**config.mk**
```make
export PLATFORM = sky130hd
export DESIGN_NAME = reg_file_mp
export DESIGN_NICKNAME = d
export VERILOG_FILES = /design/src/rtl/reg_file_pkg.sv /design/src/rtl/reg_file_scoreboard.sv /design/src/rtl/reg_file_mp.sv
export SDC_FILE = /design/constraint.sdc
export NUM_CORES = 2
export LEC_CHECK = 0
export CORE_ASPECT_RATIO = 0.75
export CORE_MARGIN = 3
export CORE_UTILIZATION = 57
export CTS_BUF_LIST = sky130_fd_sc_hd__clkbuf_16
export CTS_CLUSTER_SIZE = 25
export DETAILED_ROUTE_END_ITERATION = 10
export GPL_TIMING_DRIVEN = 0
export PLACE_DENSITY = 0.77
export SYNTH_ARGS = -nofsm -noshare
export SYNTH_HDL_FRONTEND = slang
export SYNTH_SLANG_ARGS = --single-unit
```
**constraint.sdc**
```tcl
create_clock -name clk -period 3.05 [get_ports clk]
set_clock_uncertainty 0.2 [all_clocks]
set_input_delay 0.61 -clock clk [delete_from_list [all_inputs] [get_ports clk]]
set_output_delay 0.61 -clock clk [all_outputs]
set_load 0.05 [all_outputs]
```
**src/rtl/reg_file_pkg.sv**
```systemverilog
// rtl/reg_file_pkg.sv - shared defaults, address type and port slicing helper for reg_file_mp
package reg_file_pkg;

    localparam int XLEN_DEF  = 32;
    localparam int NREGS_DEF = 32;
    localparam int REG_ZERO  = 0;

    typedef logic [$clog2(NREGS_DEF)-1:0] reg_addr_t;

    // Bit offset of port `port` inside a flattened bus of `width`-bit lanes.
    function automatic int port_slice(input int port, input int width);
        return port * width;
    endfunction

endpackage

```
**src/rtl/reg_file_scoreboard.sv**
```systemverilog
// rtl/reg_file_scoreboard.sv - per-register busy bits set by issue, cleared by final writeback
module reg_file_scoreboard
    import reg_file_pkg::*;
#(
    parameter int NREGS  = NREGS_DEF,
    parameter int NUM_WR = 1,
    parameter int AW     = $clog2(NREGS)
) (
    input  logic                 clk,
    input  logic                 rst_n,
    input  logic [NUM_WR-1:0]    we,
    input  logic [NUM_WR*AW-1:0] wr_addr,
    input  logic [NUM_WR-1:0]    wr_clr,
    input  logic                 issue_valid,
    input  logic [AW-1:0]        issue_rd,
    output logic [NREGS-1:0]     busy,
    output logic                 any_busy
);

    logic [NREGS-1:0] busy_q;
    logic [NREGS-1:0] busy_d;

    always_comb begin
        busy_d = busy_q;
        // Later ports overwrite earlier ones, so the highest writer decides the clear.
        for (int j = 0; j < NUM_WR; j++) begin
            if (we[j] && wr_addr[port_slice(j, AW) +: AW] != AW'(REG_ZERO)) begin
                busy_d[wr_addr[port_slice(j, AW) +: AW]] =
                    wr_clr[j] ? 1'b0 : busy_q[wr_addr[port_slice(j, AW) +: AW]];
            end
        end
        // A new producer supersedes any writeback landing in the same cycle.
        if (issue_valid && issue_rd != AW'(REG_ZERO)) begin
            busy_d[issue_rd] = 1'b1;
        end
    end

    always_ff @(posedge clk or negedge rst_n) begin
        if (!rst_n) begin
            busy_q <= '0;
        end else begin
            busy_q <= busy_d;
        end
    end

    assign busy     = busy_q;
    assign any_busy = |busy_q;

endmodule

```
**src/rtl/reg_file_mp.sv**
```systemverilog
// rtl/reg_file_mp.sv - multi-port register file with x0 hardwired to zero and busy scoreboard
// Optional same-cycle write-to-read forwarding under `REG_FILE_BYPASS_EN.
module reg_file_mp
    import reg_file_pkg::*;
#(
    parameter int XLEN   = XLEN_DEF,
    parameter int NREGS  = NREGS_DEF,
    parameter int NUM_RD = 2,
    parameter int NUM_WR = 1,
    localparam int AW    = $clog2(NREGS)
) (
    input  logic                   clk,
    input  logic                   rst_n,
    input  logic [NUM_RD*AW-1:0]   rs_addr,
    output logic [NUM_RD*XLEN-1:0] rs_data,
    output logic [NUM_RD-1:0]      rs_busy,
    input  logic [NUM_WR-1:0]      we,
    input  logic [NUM_WR*AW-1:0]   wr_addr,
    input  logic [NUM_WR*XLEN-1:0] wr_data,
    input  logic [NUM_WR-1:0]      wr_clr,
    input  logic                   issue_valid,
    input  logic [AW-1:0]          issue_rd,
    output logic                   any_busy
);

    logic [XLEN-1:0]  regs_q [NREGS];
    logic [XLEN-1:0]  regs_d [NREGS];
    logic [NREGS-1:0] busy;

    reg_file_scoreboard #(
        .NREGS  (NREGS),
        .NUM_WR (NUM_WR),
        .AW     (AW)
    ) u_scoreboard (
        .clk         (clk),
        .rst_n       (rst_n),
        .we          (we),
        .wr_addr     (wr_addr),
        .wr_clr      (wr_clr),
        .issue_valid (issue_valid),
        .issue_rd    (issue_rd),
        .busy        (busy),
        .any_busy    (any_busy)
    );

    // Ascending port order lets the highest-index writer win on address collisions.
    always_comb begin
        regs_d = regs_q;
        for (int j = 0; j < NUM_WR; j++) begin
            if (we[j] && wr_addr[port_slice(j, AW) +: AW] != AW'(REG_ZERO)) begin
                regs_d[wr_addr[port_slice(j, AW) +: AW]] = wr_data[port_slice(j, XLEN) +: XLEN];
            end
        end
    end

    always_ff @(posedge clk or negedge rst_n) begin
        if (!rst_n) begin
            for (int k = 0; k < NREGS; k++) begin
                regs_q[k] <= '0;
            end
        end else begin
            regs_q <= regs_d;
        end
    end

`ifdef REG_FILE_BYPASS_EN
    logic [NUM_RD-1:0] byp_hit;
`endif

    // Entry 0 is never written and bit 0 of busy is never set, so x0 reads as zero/idle.
    always_comb begin
        rs_data = '0;
        rs_busy = '0;
`ifdef REG_FILE_BYPASS_EN
        byp_hit = '0;
`endif
        for (int i = 0; i < NUM_RD; i++) begin
            rs_data[port_slice(i, XLEN) +: XLEN] = regs_q[rs_addr[port_slice(i, AW) +: AW]];
            rs_busy[i] = busy[rs_addr[port_slice(i, AW) +: AW]];
`ifdef REG_FILE_BYPASS_EN
            if (rst_n && rs_addr[port_slice(i, AW) +: AW] != AW'(REG_ZERO)) begin
                for (int j = 0; j < NUM_WR; j++) begin
                    if (we[j] && wr_addr[port_slice(j, AW) +: AW] == rs_addr[port_slice(i, AW) +: AW]) begin
                        byp_hit[i] = 1'b1;
                        rs_data[port_slice(i, XLEN) +: XLEN] = wr_data[port_slice(j, XLEN) +: XLEN];
                        rs_busy[i] = wr_clr[j] ? 1'b0 : busy[rs_addr[port_slice(i, AW) +: AW]];
                    end
                end
                if (byp_hit[i] && issue_valid && issue_rd == rs_addr[port_slice(i, AW) +: AW]) begin
                    rs_busy[i] = 1'b1;
                end
            end
`endif
        end
    end

endmodule

```
==> impl_metrics.py <==
metrics = {
    "clock_network": {
        "cts-htree-levels": 3,
        "cts_num_sinks": 1056,
        "clock_path_buffers": 3,
        "clkTransAtPathRegs_ps": 60,
        "clock-root-buffer": "clkbuf_16",
        "cts_tree": "built",
        "tritoncts.num_buffers": 103,
        "worst_skew_pair.late_latency_ps": 710,
    },
    "detailed_routing": {
        "drc_errors": 0,
        "ant_nets": 0,
        "num_vias": 37230,
        "vias_per_cell": 7.219,
        "drt_pre_antenna_iters": 6,
        "wirelength_um": 183500,
        "routedWlPerCell_um": 35.58,
        "drt_iter0_markers": 5112,
    },
    "sta": {
        "grt_setup_unrepaired": "yes",
        "tightest_slew_ps": 1336,
        "final.period_utilization_pct": 118.0,
        "timing_max_transition_violations_final": 0,
        "finalCriticalPeriod_ps": 3599,
        "number_of_hold_violations_in_the_final_report": 112,
        "setup_ws_ps": -549.0,
        "report.final.setup_viol": 196,
        "max-slew-margin-rel_pct": 10.91,
        "final.hold.worst_slack_ps": -318.8,
        "fmaxAchievable_mhz": 277.9,
        "setup-tns-final_ps": -34870,
    },
    "yosys": {
        "synth_compound_gate_area_share_pct": 0.6448,
        "synth.ff_latch_count": 1056,
        "synthCells": 3494,
        "synth_area_sq_um": 56080,
        "synth.top_cell.area_share_pct": 47.12,
        "combinational_family_with_the_most_area_after_synthesis": "multiplexers",
        "netlist.top_cell.by_area": "dfrtp_1",
        "share_of_flip_flops_with_an_asynchronous_set_or_reset_after_synthesis_pct": 100.0,
        "ys_seq_area_share_pct": 47.12,
        "number_of_enable_flip_flop_cells_after_synthesis": 0,
        "postSynth.topFlopCell": "dfrtp_1",
        "synthMuxAreaShare_pct": 46.76,
        "synthesis.nets": 3551,
        "synthesis.yosys.warnings": 0,
        "synthAdderAreaFrac_pct": 0,
        "synth_simple_gate_area_share_pct": 2.439,
        "synth.distinct_cells": 37,
        "xor_xnor_share_of_the_synthesized_area_pct": 0,
        "post_synth.cell_area_avg_sq_um": 16.05,
        "synth.top_cells.by_area": "dfrtp_1 47%, mux4_2 27%, mux2_2 20%",
    },
    "global_routing": {
        "grt.met3_usage_pct": 12.61,
        "global_route_wire_length_before_repair_um": 263200,
        "antenna_violations_before_repair": 3,
        "globalRouteTotalUtil_pct": 35.86,
        "grt_start_max_net_pins": 180,
        "gr-total-overflow": 0,
        "grt.busiest_layer": "met1",
        "grt_pass1_vias": 37370,
        "use_met1_pct": 50.79,
        "gr-usage-met2_pct": 50.73,
    },
    "critical_path": {
        "timing.rr.end": "u_scoreboard.busy[19]",
        "setup.worst_path.class": "input pin to output pin",
        "r2r_slack_ps": 810,
        "timing.rr.start": "u_scoreboard.busy[11]",
        "end_kind": "output pin",
        "path_max_fanout": 10,
        "timing.critical_path.arrival_ps": 2790,
        "kind_of_start_point_of_the_critical_path": "input pin",
        "worst_r2r_path_depth": 6,
        "critical_path_required_ps": 2240,
    },
    "hold_path": {
        "hold_class": "input pin to async pin",
    },
    "place": {
        "dpl_worst_slack_ps": -2147,
        "final_hpwl_from_detailed_placement_um": 119100,
        "placement.io_buffers": 112,
        "globalplace.congestion": 0.9336,
    },
    "layout": {
        "fillCellCount": 6486,
        "fin_util_pct": 67.58,
        "signed_area_change_from_the_synthesized_netlist_to_the_final_layout_pct": 16.15,
        "layout-drive-gt1-share_pct": 56.98,
        "final_net_count": 3827,
    },
    "power": {
        "pleak_nw": 28.22,
        "cellPowerDensity_nw_per_um2": 653.6,
        "p_total_mw": 42.57,
        "vdd_drop_max_mv": 0.4874,
    },
    "floorplanning": {
        "floorplan.io_pins": 124,
        "core_area_sq_um": 96380,
        "row_count": 98,
        "floorplan.die.height_um": 277.6,
        "fp.dieArea_sq_um": 102200,
        "dieWidth_um": 368.2,
        "initial_utilization_pct": 58.18,
    },
    "outcome": {
        "failing_checks": "hold timing, setup timing",
        "status": "finished, violations left",
    },
    "run": {
        "max_cap_violations": 0,
    },
}
## cell families after synthesis
family,after synthesis
AO/OA/AOI/OAI,44
flip-flops,1056
AND/OR/NAND/NOR,327
buffers and inverters,397
multiplexers,1670
## layout make-up
type	count	area (sq um)	area share (%)
inverters	2	7.507	0.01153
flip-flops and latches	1056	26430	40.57
clock buffers	105	2628	4.034
plain buffers	395	3241	4.976
well taps	1300	1627	2.497
diodes	4	10.01	0.01537
clock inverters	84	631.9	0.9701
repair buffers	171	2208	3.391
multi-input cells	2041	28350	43.53
## worst max path at each step
stage | startpoint | end | slack, ps | cells past startpoint
finish | rs_addr[1] | rs_data[12] | -550 | 6
global route | rs_addr[1] | rs_data[12] | -500 | 6
CTS | rs_addr[0] | rs_data[9] | -490 | 7
detailed placement | rs_addr[1] | rs_data[16] | -2150 | 6
global placement | rst_n | regs_q[154] | -47010 | 1
floorplan | rs_addr[1] | rs_data[10] | -190 | 5
## worst max-delay path, cell delays in order
cell	delay (ps)
clkbuf_4	310
clkbuf_4	390
mux4_2	410
mux4_2	560
mux2_2	340
buf_6	170
## power breakdown
group / leakage, nW / internal, mW / switching [mW]
clock: 1.68 / 6.99 / 5.77
sequential: 13.5 / 16.7 / 2.13
combinational: 13.0 / 6.30 / 4.68
total: 28.2 / 30.0 / 12.6
## metrics by stage
step / cell area, sq um / hold WS (ps) / cells
floorplan: 56800 / 114.4 / 3494
global placement: 59550 / 253.4 / 4906
detailed placement: 59730 / 263.1 / 4912
CTS: 64310 / -315.5 / 5116
global route: 65120 / -289.4 / 5154
finish: 65130 / -318.8 / 5158
## flip-flops by register name, indices dropped and copies added, names as in the netlist
name	cells
regs_q	1024
u_scoreboard.busy	32
## synth_stat cells, types with 2 or more instances
cell type	n
a21oi_1	2
and3_1	3
buf_1	19
buf_2	97
buf_4	12
buf_6	6
clkbuf_1	261
dfrtp_1	1056
inv_1	2
mux2_2	996
mux2i_1	14
mux4_2	660
nand2_1	257
nand2b_1	3
nand3_1	5
nand3b_1	10
nand4_1	2
nor2_1	24
nor3_1	2
nor3b_1	4
nor4_1	9
o21ai_0	3
o221ai_1	28
o22a_1	2
o22ai_1	2
o2bb2ai_1	2
or2_2	2
or3b_2	2
## layout by cell type (no fill, tap or decap), types with 7 or more instances in the layout
cell / instances
buf_12: 24
buf_16: 54
buf_2: 55
buf_4: 40
buf_6: 65
bufinv_16: 9
clkbuf_1: 162
clkbuf_16: 116
clkbuf_2: 48
clkbuf_4: 41
clkbuf_8: 13
clkdlybuf4s50_1: 44
clkinv_1: 24
clkinv_2: 20
dfrtp_1: 1056
inv_1: 23
mux2_2: 937
mux2_4: 59
mux2i_1: 14
mux4_2: 660
nand2_1: 249
nand2_2: 8
nand3b_1: 10
nor2_1: 7
nor2_4: 16
o221ai_1: 28
## repair_timing
item / CTS / global route
pin swaps: 0 / 9
gates cloned: 9 / 11
gates resized for setup: 762 / 111
endpoints found under the setup margin: 679 / 615
endpoints found under the hold margin: 112 / 112
setup buffers: 6 / 28
## routing by layer
layer  vias up  part of all wire (%)  wire (um)
li1      14150                     -          -
met1     20010                    39      70930
met2      2554                    44      80660
met3       515                    13      23250
met4         6                   4.6       8526
met5         -                 0.092        169
Power figures use the tool's default switching activity.
